### config.mk
export PLATFORM = sky130hd
export DESIGN_NAME = match_search_ctrl_flat
export DESIGN_NICKNAME = d
export VERILOG_FILES = /design/src/rtl/match_search_ctrl_if.sv /design/src/rtl/match_search_ctrl.sv /design/src/flat_wrapper.sv
export SDC_FILE = /design/constraint.sdc
export NUM_CORES = 1
export LEC_CHECK = 0
export BUFFER_PORTS_ARGS = -buffer_cell sky130_fd_sc_hd__buf_2
export CORE_AREA = 2 2 94 78
export CTS_BUF_LIST = sky130_fd_sc_hd__clkbuf_8
export DETAILED_ROUTE_END_ITERATION = 10
export DIE_AREA = 0 0 96 80
export SLEW_MARGIN = 20
export SYNTH_ARGS = -nofsm -noshare
export SYNTH_HDL_FRONTEND = slang
export SYNTH_SLANG_ARGS = --single-unit
export TNS_END_PERCENT = 30
### constraint.sdc
create_clock -name clk -period 3.7 [get_ports clk]
set_input_delay 0 -clock clk [delete_from_list [all_inputs] [get_ports clk]]
set_output_delay 0 -clock clk [all_outputs]
set_load 0.1 [all_outputs]
### src/rtl/match_search_ctrl_if.sv
// rtl/match_search_ctrl_if.sv - host-side bundle for the match search sequencer
// Host drives table writes and search requests; the sequencer returns status and results.
interface match_search_ctrl_if #(
  parameter int WIDTH = 4,
  parameter int IDX_W = 3
);
  logic             wr_en;
  logic [IDX_W-1:0] wr_addr;
  logic [WIDTH-1:0] wr_data;
  logic             clr;
  logic             start;
  logic [WIDTH-1:0] key;
  logic             busy;
  logic             done;
  logic             hit;
  logic [IDX_W-1:0] hit_index;

  modport master (
    output wr_en, wr_addr, wr_data, clr, start, key,
    input  busy, done, hit, hit_index
  );

  modport slave (
    input  wr_en, wr_addr, wr_data, clr, start, key,
    output busy, done, hit, hit_index
  );
endinterface

### src/rtl/match_search_ctrl.sv
// rtl/match_search_ctrl.sv - sequential first-match search over a register table
// One shared comparator walks the table one entry per clock against a latched key.
module match_search_ctrl #(
  parameter int WIDTH = 4,
  parameter int DEPTH = 8,
  parameter int IDX_W = 3
) (
  input  logic                clk,
  input  logic                rst,
  match_search_ctrl_if.slave  bus
);

  localparam logic [1:0] IDLE = 2'd0;
  localparam logic [1:0] SCAN = 2'd1;
  localparam logic [1:0] DONE = 2'd2;

  logic [1:0]       state;
  logic [IDX_W-1:0] idx;
  logic [WIDTH-1:0] key_q;
  logic [WIDTH-1:0] tbl [DEPTH];
  logic [DEPTH-1:0] vld;
  logic             busy_q;
  logic             done_q;
  logic             hit_q;
  logic [IDX_W-1:0] hit_idx_q;
  logic             match;
  logic             last;

  // Compare sees the table as it stood before this edge's write/clear.
  assign match = vld[idx] && (tbl[idx] == key_q);
  assign last  = (idx == IDX_W'(DEPTH - 1));

  // A same-cycle write overrides the clear for its own entry.
  always_ff @(posedge clk or posedge rst) begin
    if (rst) begin
      for (int i = 0; i < DEPTH; i++) tbl[i] <= '0;
      vld <= '0;
    end else begin
      if (bus.clr) vld <= '0;
      if (bus.wr_en) begin
        tbl[bus.wr_addr] <= bus.wr_data;
        vld[bus.wr_addr] <= 1'b1;
      end
    end
  end

  always_ff @(posedge clk or posedge rst) begin
    if (rst) begin
      state     <= IDLE;
      idx       <= '0;
      key_q     <= '0;
      busy_q    <= 1'b0;
      done_q    <= 1'b0;
      hit_q     <= 1'b0;
      hit_idx_q <= '0;
    end else begin
      case (state)
        IDLE: begin
          if (bus.start) begin
            key_q  <= bus.key;
            idx    <= '0;
            busy_q <= 1'b1;
            state  <= SCAN;
          end
        end
        SCAN: begin
          if (match) begin
            hit_q     <= 1'b1;
            hit_idx_q <= idx;
            done_q    <= 1'b1;
            state     <= DONE;
          end else if (last) begin
            hit_q     <= 1'b0;
            hit_idx_q <= '0;
            done_q    <= 1'b1;
            state     <= DONE;
          end else begin
            idx <= idx + IDX_W'(1);
          end
        end
        DONE: begin
          done_q <= 1'b0;
          busy_q <= 1'b0;
          state  <= IDLE;
        end
        default: begin
          done_q <= 1'b0;
          busy_q <= 1'b0;
          state  <= IDLE;
        end
      endcase
    end
  end

  assign bus.busy      = busy_q;
  assign bus.done      = done_q;
  assign bus.hit       = hit_q;
  assign bus.hit_index = hit_idx_q;

endmodule
### src/flat_wrapper.sv
// flat-port wrapper written by rule: the top's interface ports become plain ports
module match_search_ctrl_flat 
#(
  parameter int WIDTH = 4,
  parameter int DEPTH = 8,
  parameter int IDX_W = 3
)
  (clk, rst, bus_wr_en, bus_wr_addr, bus_wr_data, bus_clr, bus_start, bus_key, bus_busy, bus_done, bus_hit, bus_hit_index);
  match_search_ctrl_if #(.WIDTH(WIDTH), .IDX_W(IDX_W)) bus_i ();
  input  logic clk;
  input  logic rst;
  input wire logic [$bits(bus_i.wr_en)-1:0] bus_wr_en;
  input wire logic [$bits(bus_i.wr_addr)-1:0] bus_wr_addr;
  input wire logic [$bits(bus_i.wr_data)-1:0] bus_wr_data;
  input wire logic [$bits(bus_i.clr)-1:0] bus_clr;
  input wire logic [$bits(bus_i.start)-1:0] bus_start;
  input wire logic [$bits(bus_i.key)-1:0] bus_key;
  output wire logic [$bits(bus_i.busy)-1:0] bus_busy;
  output wire logic [$bits(bus_i.done)-1:0] bus_done;
  output wire logic [$bits(bus_i.hit)-1:0] bus_hit;
  output wire logic [$bits(bus_i.hit_index)-1:0] bus_hit_index;
  assign bus_i.wr_en = bus_wr_en;
  assign bus_i.wr_addr = bus_wr_addr;
  assign bus_i.wr_data = bus_wr_data;
  assign bus_i.clr = bus_clr;
  assign bus_i.start = bus_start;
  assign bus_i.key = bus_key;
  assign bus_busy = bus_i.busy;
  assign bus_done = bus_i.done;
  assign bus_hit = bus_i.hit;
  assign bus_hit_index = bus_i.hit_index;
  match_search_ctrl #(.WIDTH(WIDTH), .DEPTH(DEPTH), .IDX_W(IDX_W)) u_core (.clk(clk), .rst(rst), .bus(bus_i));
endmodule
After elaboration in Yosys (flattened, before gate mapping):

Index checks and enable logic that the tools add are counted.

* logic and storage cells: 76
* output and inout port bits: 6
* bits of input ports: 16
* bits in registers: 55

* add/subtract/negate cells: 1
* bitwise gates (word level): 5
* reduce and logical (&&, ||, !) cells: 12
* order comparisons: 6
* equal/unequal tests: 7
* muxes and demuxes: 29

Operator list (count)
* bitwise mux 32 bit: 1
* 2-to-1 mux 8 bit: 2
* 2-to-1 mux 3 bit: 5
* binary-select mux 4 bit (select 3 bit): 1
* demux 4 bit (select 3 bit): 1
* 2-to-1 mux 4 bit: 3
* AND reduction 2 bit: 5
* greater-or-equal comparator 4 bit (second input constant): 2
* < comparator 3 x 4 -> 1 bit (second input constant): 2
* inverter 3 -> 4 bit: 2
* OR 8 bit: 1
* 2-to-1 mux 1 bit: 7
* 2-to-1 mux 2 bit: 3
* inequality test 2 bit (second input constant): 3
* case mux 3 bit (2 select lines): 1
* == test 4 bit: 1
* < comparator 4 x 1 -> 1 bit (second input constant): 1
* case mux 1 bit (2 select lines): 2
* case mux 2 bit (2 select lines): 1
* AND reduction 4 bit: 1
* nonzero test 2 bit: 2
* adder 3 x 1 -> 3 bit (second input constant): 1
* binary-select mux 1 bit (select 3 bit): 1
* demux 1 bit (select 3 bit): 1
* 7 further kinds: 10

Logic depth before layout (Yosys ltp):

Gate-level depths: netlist (run 1).

* depth after elaboration: 8
* mapped depth: 7
* depth with buffers taken out: 6

Least setup slack after synthesis (run 1):

OpenSTA, ideal clock, no wires.

* path type: flip-flop to flip-flop
* start: register u_core.idx[0]
* end: register u_core.idx[0]
* stages on the path, launching flop included: 8
* data required time: 3574 ps
* data arrival time: 1949 ps
* buffers on the path: 1
* clock period less this slack: 2075 ps
* setup slack: 1625 ps
* library setup time: 126 ps
* path through: dfrtp_1 -> buf_4 -> mux4_2 -> mux2i_1 -> xnor2_1 -> nor2_2 -> a211o_4 -> mux2i_1

* cells in the longest elaborated chain, start to end: 8
* elaborated cells between the ends (all ways): 16
* those cells by class: add/sub (1); eq/ne (4); mux (8); bitwise (1); reduce/logical (2)

RTL lines
* start, declared: line match_search_ctrl.sv:18 `logic [IDX_W-1:0] idx;`
* start signal, assigned: line match_search_ctrl.sv:78 `idx <= idx + IDX_W'(1);`
* inverter 3 -> 4 bit (implied by the code): line match_search_ctrl.sv:30 `assign match = vld[idx] && (tbl[idx] == key_q);`
* binary-select mux 4 bit (select 3 bit): line match_search_ctrl.sv:30
* 2-to-1 mux 4 bit (implied by the code) (2 in a row): line match_search_ctrl.sv:30
* == test 4 bit: line match_search_ctrl.sv:30
* logical AND 1 bit: line match_search_ctrl.sv:30
* inequality test 2 bit (no source line)
* AND reduction 4 bit (no source line)

Parallel ways exist; a longest one is shown, timed or not. The select of a mux whose other input is x is not followed.
A chain may end at the register's enable or synchronous reset.

Worst setup path in the final report (run 1):

* start: register u_core.idx[1]
* end: register u_core.idx[0]

* cells in the longest elaborated chain, start to end: 8
* elaborated cells between the ends (all ways): 12
* those cells by class: eq/ne (4); mux (5); bitwise (1); reduce/logical (2)

RTL lines (line)
* inverter 3 -> 4 bit (implied by the code): match_search_ctrl.sv:30
* binary-select mux 4 bit (select 3 bit): match_search_ctrl.sv:30
* 2-to-1 mux 4 bit (implied by the code) (2 in a row): match_search_ctrl.sv:30
* == test 4 bit: match_search_ctrl.sv:30
* logical AND 1 bit: match_search_ctrl.sv:30
* inequality test 2 bit (no source line)
* AND reduction 4 bit (no source line) (*)

Mark *: on every way between the ends. The rest lies on a longest branch, timed or not. The select of a mux whose other input is x is not followed.

==> results of run 1 <==
==> cell families after synthesis <==
group | after synthesis | synth area share (%)
compound gates | 16 | 4.61
simple gates | 50 | 10.6
buf+inv | 12 | 2.50
fa+ha+maj | 2 | 0.980
mux | 50 | 26.1
xor+xnor | 4 | 1.37
flops | 55 | 53.9
==> registers in the layout, indices dropped and copies added, names as in the netlist, 2 cells and up <==
| signal | cells |
|---|---|
| u_core.tbl | 32 |
| u_core.vld | 8 |
| u_core.idx | 3 |
| u_core.state | 2 |
| u_core.bus.hit_index | 3 |
| u_core.key_q | 4 |
==> worst max-delay path, stage by stage (launching register included) <==
cell and delay, ps:
sky130_fd_sc_hd__dfrtp_1 740, sky130_fd_sc_hd__mux4_2 580, sky130_fd_sc_hd__mux2i_1 200, sky130_fd_sc_hd__xnor2_1 180, sky130_fd_sc_hd__nor2_2 120, sky130_fd_sc_hd__a211o_4 370, sky130_fd_sc_hd__mux2i_1 120
==> placed cells by master (no fill, tap or decap) <==
master	n
sky130_fd_sc_hd__a21o_1	4
sky130_fd_sc_hd__nor2_1	3
sky130_fd_sc_hd__clkbuf_8	6
sky130_fd_sc_hd__nand2b_1	5
sky130_fd_sc_hd__clkinv_2	1
sky130_fd_sc_hd__mux2i_1	8
sky130_fd_sc_hd__bufinv_16	1
sky130_fd_sc_hd__nor3b_2	1
sky130_fd_sc_hd__inv_2	1
sky130_fd_sc_hd__ha_1	2
sky130_fd_sc_hd__and2_1	1
sky130_fd_sc_hd__nor2_2	1
sky130_fd_sc_hd__buf_2	21
sky130_fd_sc_hd__a22oi_1	3
sky130_fd_sc_hd__nand2_1	19
sky130_fd_sc_hd__a21oi_1	1
sky130_fd_sc_hd__o21ai_0	5
sky130_fd_sc_hd__mux4_2	10
sky130_fd_sc_hd__nand4b_1	3
sky130_fd_sc_hd__nor3b_1	1
sky130_fd_sc_hd__nor2b_1	4
sky130_fd_sc_hd__nor3_1	3
sky130_fd_sc_hd__a211oi_1	1
sky130_fd_sc_hd__a32o_1	1
sky130_fd_sc_hd__nand4_1	4
sky130_fd_sc_hd__buf_4	1
sky130_fd_sc_hd__nor3_4	1
sky130_fd_sc_hd__nand3_1	3
sky130_fd_sc_hd__xnor2_1	4
sky130_fd_sc_hd__or2_2	1
sky130_fd_sc_hd__mux2_2	32
sky130_fd_sc_hd__dlygate4sd3_1	6
sky130_fd_sc_hd__inv_1	8
sky130_fd_sc_hd__dfrtp_1	55
sky130_fd_sc_hd__a211o_4	1
==> layout make-up <==
type	instances	area share (%)
Tap cell	87	3.72
Sequential cell	55	47.0
Inverter	9	1.15
Clock buffer	6	2.82
Multi-Input combinational cell	122	38.2
Timing Repair Buffer	28	5.90
Clock inverter	2	1.20
==> cell usage after synthesis (4+ instances only) <==
cell | instances | area share, %
sky130_fd_sc_hd__nand2b_1 | 5 | 1.2
sky130_fd_sc_hd__a21o_1 | 4 | 1.2
sky130_fd_sc_hd__xnor2_1 | 4 | 1.4
sky130_fd_sc_hd__mux4_2 | 10 | 8.8
sky130_fd_sc_hd__nand2_1 | 19 | 2.8
sky130_fd_sc_hd__inv_1 | 9 | 1.3
sky130_fd_sc_hd__o21ai_0 | 5 | 0.98
sky130_fd_sc_hd__nand4_1 | 4 | 0.98
sky130_fd_sc_hd__mux2_2 | 32 | 14
sky130_fd_sc_hd__mux2i_1 | 8 | 3.1
sky130_fd_sc_hd__nor2b_1 | 4 | 0.98
sky130_fd_sc_hd__dfrtp_1 | 55 | 54
==> path summary, 6_finish.rpt <==
path,slack (ps),from,to,depth (start not counted)
hold reg to reg,490,u_core.vld[4],u_core.vld[4],1
setup / recovery,1230,u_core.idx[1],u_core.idx[0],6
hold / removal,20,bus_wr_data[0],u_core.tbl[20],2
min in group asynchronous,420,rst,u_core.bus.hit_index[1],4
setup reg to reg,1230,u_core.idx[1],u_core.idx[0],6
max in group asynchronous,2830,rst,u_core.tbl[11],4
==> power breakdown <==
group / leakage (nW) / internal (W) / switching, W
Sequential: 0.666 / 0.000752 / 0.000169
Combinational: 0.587 / 0.000405 / 0.000510
Clock: 0.0612 / 0.000219 / 0.000192
Total: 1.31 / 0.00138 / 0.000871
==> per-layer routing <==
layer | part of all wire (%) | global-route usage (%)
met2 | 45 | 22.2
met1 | 51 | 20.5
met4 | 0.94 | 3.86
met5 | 0 | 0
met3 | 3.5 | 3.21
==> per-stage QoR <==
step	hold WS [ps]	util [%]	instances	setup WS, ps
finish	24.7	43.6	309	1230
detailed placement	195	40.8	295	1250
CTS	19.1	43.5	309	1230
global placement	191	40.8	295	1280
floorplan	96.4	-	189	1630
global route	18.3	43.6	309	1060
==> repair_timing <==
action | in CTS | in global routing
endpoints found under the hold margin | 63 | 0
hold buffers | 6 | 0
resized for setup | 0 | 0
==> impl_summary.md, run 1 <==
Place
The wire-length estimate of the detail-placed layout is 3.39 mm. Once placement finished, the instance area stood at 0.00275 mm². Buffers placed on the I/O ports in this run total 21. The placer congestion estimate is 0.721.

Die
The initial core utilization is 38.0%. The overall die width is 96 µm. The floorplan die area is 0.00768 mm². The floorplan has 27 rows. The region available for standard cell placement spans 0.00672 mm².

22 I/O pins were placed. The chip height is 80 µm.

Finish
The number of diodes added for antenna fixing is 0. In the final layout, the share of cells above drive strength 1 is 35.1%. The count of fill cells added during filler insertion is 607. The total area of multi-input combinational cells is 0.00112 mm².

The area taken by flip-flops and latches is 0.00138 mm². The area growth from synthesis to layout is 14.6%. The final layout net count is 239.

Once layout is done, the placed cells without fillers occupy 0.00293 mm².

STA
The aggregate negative setup slack is 0 ps. Setup repair after global routing left no endpoint under its margin. Setup violations remaining at the end of the flow were counted as 0. The remaining max-slew budget at the tightest pin is 39.7%.

In the finished design, the share of the clock period the worst path needs comes to 66.7%. Subtracting the final worst setup slack from the clock period gives 2470 ps. The final hold violation count is 0. The slew at the pin closest to its max-slew limit is 897 ps. The maximum clock frequency is 0.405 GHz. The clock skew is 7.10 ps. The final-report max-slew violation count is 0.

Clock tree
The later pin in the worst-skew pair is clocked with a latency of 300 ps. The clock edge transition at the registers on the reported setup and hold paths is 100 ps. The root buffer cell is sky130_fd_sc_hd__clkbuf_8. The clock passes through at most 2 buffers. The post-CTS repair timing setup buffer count is 0.

Counting the buffers created by CTS gives 5. TritonCTS built the clock tree. The number of clock sinks seen by CTS is 55. CTS built an H-tree with a depth of 2.

Critical path
For the worst setup path, the data required time is 3860 ps. Data on the critical path arrives at its endpoint at 2630 ps. STA classifies the critical path endpoint as a register. The worst setup path is launched from a register.

Of all nets on the critical path, the largest fanout is 12. The kind of critical path is reg2reg.

Synth
Synthesis produced a netlist whose cell count is 189. Among all flip-flop cells after synthesis, the most frequent one is sky130_fd_sc_hd__dfrtp_1. The number of nets handed over by synthesis was 207. Counting flops with a built-in enable in the synthesized netlist gives 0. During synthesis, Yosys emitted a total of 0 warnings. After synthesis the cells add up to 0.00255 mm². After synthesis, the netlist uses 29 different library cells. Averaged over all synthesized cells, the footprint is 13.5 µm².

The synthesized design contains 55 register bits. For this run, asynchronously set or reset flops after synthesis account for 100%. Of the synthesized area, sequential elements account for 53.9%.

Power
The design draws 0.00225 W. For this design the static power due to leakage is 1.31 nW. VDD sags by at most 249 µV. The total power divided by cell area is 768 mW/mm².

Global routing
Across every metal layer, demand over resource in global routing totals 14.4%. Entering global routing, the biggest net connects 56 pins. The aggregate global routing overflow is 0.

The number of antenna violations at the first check in global routing is 0. The first global-routing pass estimated 8.29 mm of wire. The number of global-route vias before repair is 1,617.

Job
The tool flagged a number of max-cap violations equal to 0.

Drt
For this block, the via count after detailed routing is 1,554. The wire length after detailed routing is 4.91 mm. In the routed design, unresolved DRC markers number 0. In the final routed layout, each cell accounts on average for 15.9 µm. After detailed routing, the number of vias per cell comes to 5.03.

The final antenna-violating net count is 0. The first routing iteration left 67 violations. The number of iterations in the first detailed-routing pass is 4.

Status
The flow ran to the end, and the final reports show no timing, DRC or antenna violations.

Hold path
The worst hold path belongs to the class in2reg.
Note: power is estimated with default switching activity, not from simulation.
==> run 2, diff against run 1 <==
--- a/config.mk
+++ b/config.mk
@@ -5,11 +5,12 @@
 export SDC_FILE = /design/constraint.sdc
 export NUM_CORES = 1
 export LEC_CHECK = 0
+export ABC_AREA = 1
 export BUFFER_PORTS_ARGS = -buffer_cell sky130_fd_sc_hd__buf_2
-export CORE_AREA = 2 2 94 78
+export CORE_AREA = 2 2 96 80
 export CTS_BUF_LIST = sky130_fd_sc_hd__clkbuf_8
 export DETAILED_ROUTE_END_ITERATION = 10
-export DIE_AREA = 0 0 96 80
+export DIE_AREA = 0 0 98 82
 export SLEW_MARGIN = 20
 export SYNTH_ARGS = -nofsm -noshare
 export SYNTH_HDL_FRONTEND = slang
==> constraint.sdc (replaced) <==
create_clock -name clk -period 2.5 [get_ports clk]
set_input_delay 0 -clock clk [delete_from_list [all_inputs] [get_ports clk]]
set_output_delay 0 -clock clk [all_outputs]
set_load 0.1 [all_outputs]
==> impl_summary.md, run 2 <==
Status
Outcome: completed (unchanged).

Synth
The sequential fraction of the synthesis area is 51.0% (was 53.9%). The net count after synthesis was 351 (was 207). The number of enable flip-flop cells after synthesis is 0 (unchanged). The count of different cell masters after synthesis is 20 (was 29). The number of flip-flops and latches in the synthesized netlist is 55 (unchanged). The cell type with the largest total area after synthesis is sky130_fd_sc_hd__dfrtp_1 (unchanged). The warning count from the yosys run is 0 (unchanged). The async set or reset register ratio after synthesis came to 100% (unchanged).

Top cells by count, synth: 123 x sky130_fd_sc_hd__nand2_1, 55 x sky130_fd_sc_hd__dfrtp_1, 38 x sky130_fd_sc_hd__inv_1 (was 55 x sky130_fd_sc_hd__dfrtp_1, 32 x sky130_fd_sc_hd__mux2_2, 19 x sky130_fd_sc_hd__nand2_1). The prevailing post-synth register cell was sky130_fd_sc_hd__dfrtp_1 (unchanged). Top cells by area, synth: sky130_fd_sc_hd__dfrtp_1 51%, sky130_fd_sc_hd__nand2_1 17%, sky130_fd_sc_hd__o21ai_0 6.1% (was sky130_fd_sc_hd__dfrtp_1 54%, sky130_fd_sc_hd__mux2_2 14%, sky130_fd_sc_hd__mux4_2 8.8%). The instance count of the mapped netlist was 333 (was 189). The area share of the largest cell type after synthesis was 51.0% (was 53.9%).

The most frequent cell after synthesis was sky130_fd_sc_hd__nand2_1 (was sky130_fd_sc_hd__dfrtp_1). The area of the mapped netlist is 0.00270 mm² (was 0.00255 mm²). The synthesized area per cell is 8.10 µm² (was 13.5 µm²).

Global routing
The number of antenna violations at the first check in global routing is 0 (unchanged). The global-route track usage on met1 came to 22.6% (was 20.5%). The number of global-route vias before repair is 1,975 (was 1,617). The met2 demand-to-capacity share in global routing was 26.1% (was 22.2%).

The aggregate global routing overflow is 0 (unchanged). The maximum number of pins on one net before global-route repair is 56 (unchanged). The global routing's busiest layer is met2 (unchanged). The global-route usage over all layers was 16.2% (was 14.4%).

The met3 layer usage reported by global route came to 3.83% (was 3.21%). The global-route wire length before repair came to 10.1 mm (was 8.29 mm).

Finish
The share of post-route cells with drive strength above 1 is 15.5% (was 35.1%). The commonest non-fill, non-tap cell in the layout is sky130_fd_sc_hd__nand2_1 (was sky130_fd_sc_hd__dfrtp_1). The register with the highest flop count was u_core.tbl (unchanged). The final layout net count is 385 (was 239). Regs by FF count: u_core.tbl: 32 flops, u_core.vld: 8 flops, u_core.key_q: 4 flops (unchanged).

The total area of multi-input combinational cells is 0.00110 mm² (was 0.00112 mm²). The area taken by flip-flops and latches was 0.00138 mm² (unchanged). The area growth from synthesis to layout came to 13.5% (was 14.6%).

The count of non-filler cells in the finished layout was 458 (was 309). Leading cell types in the layout, fill and taps excluded: 123 x sky130_fd_sc_hd__nand2_1, 55 x sky130_fd_sc_hd__dfrtp_1, 38 x sky130_fd_sc_hd__inv_1 (was 55 x sky130_fd_sc_hd__dfrtp_1, 32 x sky130_fd_sc_hd__mux2_2, 21 x sky130_fd_sc_hd__buf_2). The number of flip-flops in the largest register is 32 (unchanged). The number of diodes added for antenna fixing came to 0 (unchanged).

The count of fill cells added during filler insertion is 743 (was 607).

Hold path
The sink of the worst hold path is u_core.vld[2] (was u_core.tbl[20]). The worst hold path stage count is 4 (was 2). The start point of the worst min-delay path is bus_clr (was bus_wr_data[0]). The path type of the worst min-delay path is in2reg (unchanged).

Clock tree
The H-tree level count is 2 (unchanged). The clock tree from TritonCTS is yes (unchanged). The root buffer cell is sky130_fd_sc_hd__clkbuf_8 (unchanged).

The CTS buffer count came to 5 (unchanged). The post-cts repair resize count is 0 (unchanged). The number of clock sinks seen by CTS is 55 (unchanged). The insertion delay to the later sink of the worst-skew pair is 310 ps (was 300 ps).

The maximum buffer depth of the clock tree was 2 (unchanged). The clock edge transition at the registers on the reported setup and hold paths is 100 ps (about the same).

Critical path
The startpoint type of the worst setup path is a register (unchanged). The required time at the endpoint of the critical path is 2710 ps (was 3860 ps). The path depth of the worst reg2reg path is 12 (was 6). The kind of critical path is reg2reg (unchanged). The launch instance of the worst register-to-register path is u_core.idx[1] (unchanged).

The arrival time of data at the critical path endpoint is 2050 ps (was 2630 ps). The sort of element at the end of the critical path is a register (unchanged). The endpoint of the most critical register-to-register path is u_core.idx[2] (was u_core.idx[0]). The highest fanout seen on the critical path is 8 (was 12). The worst-case register-to-register setup slack is 670 ps (was 1230 ps).

STA
The final count of negative-setup-slack endpoints was 0 (unchanged). The slew at the pin closest to its max-slew limit was 681 ps (was 897 ps). The portion of the clock cycle consumed by the worst path in the final layout came to 73.3% (was 66.7%). The aggregate negative setup slack is 0 ps (unchanged). The worst-case hold slack is 53.9 ps (was 24.7 ps). The clock skew is 6.02 ps (was 7.10 ps).

The maximum clock frequency came to 0.545 GHz (was 0.405 GHz). Setup repair after global routing missed its margin: false (unchanged). The final critical path time including I/O delays and setup is 1830 ps (was 2470 ps).

The remaining max-slew budget at the tightest pin came to 54.6% (was 39.7%). The final-report max-slew violation count is 0 (unchanged). The final hold violation count was 0 (unchanged).

Die
The initial core utilization came to 37.9% (was 38.0%). The number of top-level pins is 22 (unchanged). The overall die width came to 98 µm (was 96 µm). The number of standard-cell rows in the floorplan came to 28 (was 27). The standard cell core area is 0.00711 mm² (was 0.00672 mm²). The chip height came to 82 µm (was 80 µm). The floorplan die area is 0.00804 mm² (was 0.00768 mm²).

Place
The instance count after placement with tap cells included is 442 (was 295). The placer congestion estimate is 0.792 (was 0.721). The count of buffers from port buffering is 21 (unchanged). The detailed placer's ending HPWL was 4.15 mm (was 3.39 mm).

Power
The cell leakage power is 1.63 nW (was 1.31 nW). The total power divided by cell area was 1050 mW/mm² (was 768 mW/mm²). The worst ir drop on vdd is 354 µV (was 249 µV).

Drt
The detailed router's first-iteration violation count is 86 (was 67). The wire length after detailed routing is 5.83 mm (was 4.91 mm). The average wire per cell in the routed design is 12.7 µm (was 15.9 µm). The final antenna-violating net count is 0 (unchanged). The number of iterations in the first detailed-routing pass is 4 (unchanged). The DRC violations left is 0 (unchanged). The number of vias in the routed layout is 2,125 (was 1,554). The via density per instance is 4.64 (was 5.03).

Job
The number of maximum-capacitance violations is 0 (unchanged).
## run 2: changes by cell type after synthesis, moves of 8 or more
cell	before	now
sky130_fd_sc_hd__mux2i_1	8	0
sky130_fd_sc_hd__nand3_1	3	25
sky130_fd_sc_hd__o21ai_0	5	33
sky130_fd_sc_hd__inv_1	9	38
sky130_fd_sc_hd__mux4_2	10	0
sky130_fd_sc_hd__nor2_1	3	21
sky130_fd_sc_hd__nand2_1	19	123
sky130_fd_sc_hd__mux2_2	32	3
## run 2: worst max path at each step
| stage | startpoint | endpoint | slack (ps) | cells after the start |
|---|---|---|---|---|
| CTS | u_core.idx[1] | u_core.idx[0] | 660 | 12 |
| detailed placement | u_core.idx[1] | u_core.idx[1] | 680 | 12 |
| finish | u_core.idx[1] | u_core.idx[2] | 670 | 12 |
| global route | u_core.idx[1] | u_core.idx[2] | 440 | 12 |
| global placement | u_core.idx[1] | u_core.idx[2] | 700 | 12 |
| floorplan | u_core.idx[0] | u_core.idx[0] | 920 | 14 |
## run 2: cell families after synthesis
logic type | Yosys count | synth area share, %
AND/OR/NAND/NOR | 190 | 31.9
flip-flops | 55 | 51.0
buffers and inverters | 46 | 7.98
AO/OA/AOI/OAI | 37 | 6.87
multiplexers | 3 | 1.25
adder cells (fa/ha/maj) | 2 | 0.928
## run 2: worst max-delay path, cell delays in order (launching register included)
cell	delay [ps]
sky130_fd_sc_hd__dfrtp_1	480
sky130_fd_sc_hd__inv_1	270
sky130_fd_sc_hd__nand3_1	160
sky130_fd_sc_hd__nand3_1	90
sky130_fd_sc_hd__nand2_1	80
sky130_fd_sc_hd__nand2_1	60
sky130_fd_sc_hd__nand2_1	80
sky130_fd_sc_hd__nor2_4	150
sky130_fd_sc_hd__nand3_2	110
sky130_fd_sc_hd__nand2_4	100
sky130_fd_sc_hd__nand2_4	60
sky130_fd_sc_hd__nand2_1	60
sky130_fd_sc_hd__nand2_1	40
## run 2: power breakdown
| part | internal (W) | total, W | switching, W |
|---|---|---|---|
| registers | 0.00110 | 0.00124 | 0.000146 |
| clock network | 0.000224 | 0.000511 | 0.000288 |
| logic | 0.000444 | 0.00147 | 0.00103 |
## run 2: area by class of cell
type                            count  share of cell area, %
Clock buffer                        6                   2.70
Tap cell                           90                   3.68
Clock inverter                      2                  0.409
Multi-Input combinational cell    232                   36.1
Inverter                           40                   5.07
Sequential cell                    55                   45.0
Timing Repair Buffer               33                   7.03
## run 2: through the flow
stage                     power (W)  utilization (%)  cell area [µm²]  setup slack, ps
final                       0.00322             43.0             3060              667
after global routing        0.00350             43.0             3060              443
after CTS                   0.00326             43.0             3060              665
after detailed placement    0.00272             40.6             2880              683
after global placement      0.00270             40.6             2880              698
after floorplan             0.00246                -             2700              918
## run 2: timing repair
action                                 CTS  global route
setup endpoints to repair                0             0
buffers inserted                         0             0
hold buffers                             8             0
endpoints found under the hold margin   62             0
## run 2: routing by layer
| layer | share of wire (%) | routed length, µm |
|---|---|---|
| met3 | 3.7 | 215 |
| met1 | 50 | 2920 |
| met5 | 0 | 0 |
| met4 | 0.72 | 42 |
| met2 | 45 | 2650 |
